[src/rtl/serial_adder_ctrl.sv]
// serial_adder_ctrl: bit-serial adder that walks one full-adder cell across
// WIDTH operand bits, LSB first. Operands arrive through a valid/ready input
// handshake and the result leaves through a valid/ready output handshake.
// The sum and carry-out are registered and change only when an operation
// completes.

module serial_adder_ctrl #(
    parameter int WIDTH = 8
) (
    input  logic             clk_i,
    input  logic             rst_ni,
    input  logic             in_valid_i,
    output logic             in_ready_o,
    input  logic [WIDTH-1:0] a_i,
    input  logic [WIDTH-1:0] b_i,
    input  logic             cin_i,
    output logic             out_valid_o,
    input  logic             out_ready_i,
    output logic [WIDTH-1:0] sum_o,
    output logic             cout_o,
    output logic             busy_o
);

    localparam int CNT_W = (WIDTH > 1) ? $clog2(WIDTH) : 1;
    localparam logic [CNT_W-1:0] LAST_CNT = CNT_W'(WIDTH - 1);

    typedef enum logic [1:0] {
        ST_IDLE = 2'd0,
        ST_RUN  = 2'd1,
        ST_DONE = 2'd2
    } state_t;

    state_t           r_state;
    state_t           w_next_state;

    logic [WIDTH-1:0] r_a;
    logic [WIDTH-1:0] r_b;
    logic [WIDTH-1:0] r_sum_sh;
    logic [WIDTH-1:0] r_sum;
    logic             r_carry;
    logic             r_cout;
    logic [CNT_W-1:0] r_cnt;

    logic             w_fa_sum;
    logic             w_fa_cout;
    logic             w_in_ready;
    logic             w_out_valid;
    logic             w_busy;
    logic             w_accept;
    logic             w_deliver;
    logic             w_last;
    logic [WIDTH-1:0] w_sum_shifted;

    // The single adder cell always looks at the operand LSBs and the carry flop.
    FullAdder u_full_adder (
        .a_i    (r_a[0]),
        .b_i    (r_b[0]),
        .cin_i  (r_carry),
        .sum_o  (w_fa_sum),
        .cout_o (w_fa_cout)
    );

    assign w_accept      = in_valid_i & w_in_ready;
    assign w_deliver     = out_ready_i & w_out_valid;
    assign w_last        = (r_cnt == LAST_CNT);
    assign w_sum_shifted = {w_fa_sum, r_sum_sh[WIDTH-1:1]};

    // State register.
    always_ff @(posedge clk_i or negedge rst_ni) begin
        if (!rst_ni) begin
            r_state <= ST_IDLE;
        end else begin
            r_state <= w_next_state;
        end
    end

    // Next-state decode: accept -> run WIDTH bits -> hold result until taken.
    always_comb begin
        w_next_state = r_state;
        case (r_state)
            ST_IDLE: begin
                if (w_accept) begin
                    w_next_state = ST_RUN;
                end else begin
                    w_next_state = ST_IDLE;
                end
            end
            ST_RUN: begin
                if (w_last) begin
                    w_next_state = ST_DONE;
                end else begin
                    w_next_state = ST_RUN;
                end
            end
            ST_DONE: begin
                if (w_deliver) begin
                    w_next_state = ST_IDLE;
                end else begin
                    w_next_state = ST_DONE;
                end
            end
            default: begin
                w_next_state = ST_IDLE;
            end
        endcase
    end

    // Handshake and status flags are pure decodes of the state register.
    always_comb begin
        w_in_ready  = 1'b0;
        w_out_valid = 1'b0;
        w_busy      = 1'b0;
        case (r_state)
            ST_IDLE: w_in_ready  = 1'b1;
            ST_RUN:  w_busy      = 1'b1;
            ST_DONE: w_out_valid = 1'b1;
            default: begin
                w_in_ready  = 1'b0;
                w_out_valid = 1'b0;
                w_busy      = 1'b0;
            end
        endcase
    end

    // Datapath: load operands on accept, shift one bit per RUN cycle, and
    // capture the result on the final RUN edge.
    always_ff @(posedge clk_i or negedge rst_ni) begin
        if (!rst_ni) begin
            r_a      <= '0;
            r_b      <= '0;
            r_sum_sh <= '0;
            r_sum    <= '0;
            r_carry  <= 1'b0;
            r_cout   <= 1'b0;
            r_cnt    <= '0;
        end else begin
            case (r_state)
                ST_IDLE: begin
                    if (w_accept) begin
                        r_a      <= a_i;
                        r_b      <= b_i;
                        r_carry  <= cin_i;
                        r_cnt    <= '0;
                        r_sum_sh <= '0;
                    end
                end
                ST_RUN: begin
                    r_sum_sh <= w_sum_shifted;
                    r_carry  <= w_fa_cout;
                    r_a      <= {1'b0, r_a[WIDTH-1:1]};
                    r_b      <= {1'b0, r_b[WIDTH-1:1]};
                    r_cnt    <= r_cnt + CNT_W'(1);
                    if (w_last) begin
                        r_sum  <= w_sum_shifted;
                        r_cout <= w_fa_cout;
                    end
                end
                default: begin
                    r_cnt <= r_cnt;
                end
            endcase
        end
    end

    assign in_ready_o  = w_in_ready;
    assign out_valid_o = w_out_valid;
    assign busy_o      = w_busy;
    assign sum_o       = r_sum;
    assign cout_o      = r_cout;

endmodule

// One-bit full adder cell used by the serial adder.
module FullAdder (
    input  logic a_i,
    input  logic b_i,
    input  logic cin_i,
    output logic sum_o,
    output logic cout_o
);

    assign sum_o  = a_i ^ b_i ^ cin_i;
    assign cout_o = (a_i & b_i) | (cin_i & (a_i ^ b_i));

endmodule
[config.mk]
export PLATFORM = sky130hd
export DESIGN_NAME = serial_adder_ctrl
export DESIGN_NICKNAME = d
export VERILOG_FILES = /design/src/rtl/serial_adder_ctrl.sv
export SDC_FILE = /design/constraint.sdc
export NUM_CORES = 1
export LEC_CHECK = 0
export CAP_MARGIN = 10
export CORE_MARGIN = 4
export CORE_UTILIZATION = 46
export DETAILED_ROUTE_END_ITERATION = 8
export PLACE_DENSITY_LB_ADDON = 0.12
export SETUP_SLACK_MARGIN = 0.15
export SYNTH_ARGS = -nofsm -noshare
export SYNTH_HDL_FRONTEND = slang
export SYNTH_SLANG_ARGS = --single-unit
export TNS_END_PERCENT = 20
[constraint.sdc]
create_clock -name clk_i -period 1.71 [get_ports clk_i]
set_clock_uncertainty 0.15 [all_clocks]
set_input_delay 0.342 -clock clk_i [delete_from_list [all_inputs] [get_ports clk_i]]
set_output_delay 0.342 -clock clk_i [all_outputs]
set_load 0.02 [all_outputs]
==> results.json <==
{
  "status": "completed",
  "fin_crit_ns": 1.648,
  "antenna_left": 0,
  "pre_cts_ws_ns": -0.1499,
  "first_pass_iters": 4,
  "grt_overflow": 0,
  "p_leak_uw": 0.001051,
  "drt_wl_total_um": 3462,
  "coreArea_um2": 3468,
  "ys_seq_area_share_pct": 55.39,
  "crit_path_end_kind": "flop",
  "syn_nets": 144,
  "grt_pass1_vias": 1242,
  "rsz0062_at_grt": "true",
  "initial_core_util_pct": 49.49,
  "die_w_um": 69.09,
  "drc": 0,
  "initialDrtViolationCount": 65,
  "path_delay_family": "buffers and inverters",
  "ys_types": 26,
  "post_drt_via_cell_ratio": 5.733,
  "cts_sinks": 38,
  "syn_to_final_growth_pct": 34.77,
  "peakVddDrop_mv": 0.9644,
  "syn_area_um2": 1717,
  "fillers": 281,
  "hold_class": "reg -> reg",
  "drv_cap": 0,
  "cts.clk_slew.worst_paths_ns": 0.07,
  "finalSetupViolCount": 0,
  "drive_above_1_share_pct": 35.37,
  "num_vias": 1204,
  "crit_required_ns": 1.73,
  "wl_per_cell_um": 16.49,
  "tightest_slew_ns": 0.3930,
  "cp-start-kind": "flop",
  "arrival_ns": 1.67,
  "die_area_um2": 4773,
  "power_per_cell_area_nw_per_um2": 1668,
  "antenna_found_initial": 0,
  "cts_tree": "built",
  "ys_ff_latch": 38,
  "worstPathCellList": "buf_6 -> buf_8 -> nand3b_1 -> buf_12 -> mux2_4",
  "relSlewSlack_pct": 73.80,
  "die_h_um": 69.09,
  "critPathMaxStageDelay_ns": 0.42,
  "dp_hpwl_um": 2299,
  "path_max_fanout": 14,
  "slew_viol_final": 0,
  "layout_common_cells": "dfrtp_1, clkdlybuf4s50_1, or4b_1, o221a_2, buf_4",
  "routabilityCongestion": 0.7345,
  "finish.instance_area_um2": 2313,
  "io_pins": 33,
  "cts_buffers": 5,
  "cts_buffer_depth": 2,
  "yosysWarnings": 0,
  "worstSkewPairLatency_ns": 0.29,
  "syn_inst": 120,
  "diodes": 0,
  "crit_path_top_delay_cell": "dfrtp_1",
  "grt_max_degree": 23,
  "portBuffers": 32,
  "num_rows": 21,
  "clock.fmax_mhz": 606.7,
  "worst_hold_slack_ns": 0.3364,
  "fin_crit_sh_pct": 96.39,
  "hold_violations": 0,
  "crit_buf_inv": 3,
  "final_common_cell": "dfrtp_1",
  "cts_root_buf": "clkbuf_8",
  "layout_setup_ws_ns": 0.06168,
  "grt_pass1_wl_um": 5913,
  "final_nets": 188,
  "grtUsageTotal_pct": 15.26,
  "path_class": "reg -> reg",
  "h-tree-depth": 2,
  "dpl_cell_area_um2": 2130,
  "synth.avg_cell_area_um2": 14.31
}
power by group:
part	switching [uW]	total (uW)	internal, uW	leakage (uW)
registers	251	1540	1290	0.000466
clock network	294	567	273	0.0000438
logic	741	1750	1010	0.000541
total	1290	3860	2570	0.00105
registers in the layout (all words and copies together) (netlist names):
register  flops
cout_o        1
r_b           8
r_state       2
sum_o         8
r_carry       1
r_sum_sh      7
r_cnt         3
r_a           8
cell type report:
type	instances	area (um^2)	share of cell area [%]
repair buffers	49	504.2	21.80
multi-input cells	68	714.4	30.88
inverters	2	7.507	0.3245
clock buffers	5	68.82	2.975
flip-flops and latches	38	950.9	41.10
clock inverters	2	10.01	0.4327
well taps	46	57.56	2.488
what timing repair did:
item                       in CTS  in global routing
hold buffers                    1                  0
pin swaps                      16                  1
hold endpoints to repair       16                  0
resized for setup              40                  2
setup endpoints to repair      37                 27
buffers inserted                1                  1
gates cloned                    0                  1
routing by layer:
| metal | global-route usage, % | part of all wire, % |
|---|---|---|
| met2 | 22.35 | 47 |
| met5 | 0 | 0 |
| met1 | 21.27 | 47 |
| met4 | 4.989 | 1.1 |
| met3 | 5.087 | 4.4 |
synth_stat cells, drive strengths merged:
cell    number  area share, %
a211o        2            1.0
a21oi        1           0.29
a22o         9            4.6
buf         10            4.4
clkbuf       2           0.44
dfrtp       38             55
fa           1            1.2
ha           2            1.5
inv          2           0.44
mux2         9            5.9
mux2i        1           0.58
nand2b       3            1.1
nand3b       1           0.44
nor2         1           0.22
nor3b        2           0.87
nor4bb       2            1.2
o21ai        1           0.29
o21ba        1           0.58
o21bai       1           0.66
o221a       15            9.8
or2b         1           0.44
or4b        15            8.7
worst reg2reg max path, delay by kind of cell, from the launching register on:
family	cells	cell delay, ns
flip-flops	1	0.42
buffers and inverters	3	0.46
AND/OR/NAND/NOR	1	0.21
multiplexers	1	0.30
metrics by stage:
stage          instances  TNS (ns)  power, uW  utilization, %
2_1_floorplan        120         0       2632               -
3_3_place_gp         199    -1.944       3109           61.40
3_5_place_dp         199    -2.153       3162           61.40
4_1_cts              208         0       3787           65.40
5_1_grt              210         0       4105           66.70
6_report             210         0       3860           66.70
path summary, 6_finish.rpt:
check                            from    endpoint  slack (ns)  cells after the start
max                        r_state[1]    sum_o[4]        0.06                      5
min                          r_cnt[0]    r_cnt[0]        0.34                      1
max reg2reg                r_state[1]    sum_o[4]        0.06                      5
min reg2reg                  r_cnt[0]    r_cnt[0]        0.34                      1
max in group asynchronous      rst_ni    sum_o[2]        0.50                      3
min in group asynchronous      rst_ni  r_state[0]        0.36                      2
logic make-up (layout without fill, tap and decap cells):
| family | count (synthesis) | in the layout | share of synthesized area (%) |
|---|---|---|---|
| compound gates | 30 | 30 | 17.27 |
| buf+inv | 14 | 58 | 5.247 |
| flops | 38 | 38 | 55.39 |
| simple gates | 25 | 25 | 12.97 |
| fa+ha+maj | 3 | 3 | 2.624 |
| mux | 10 | 10 | 6.487 |
No activity file was read; power rests on OpenSTA's default activity.
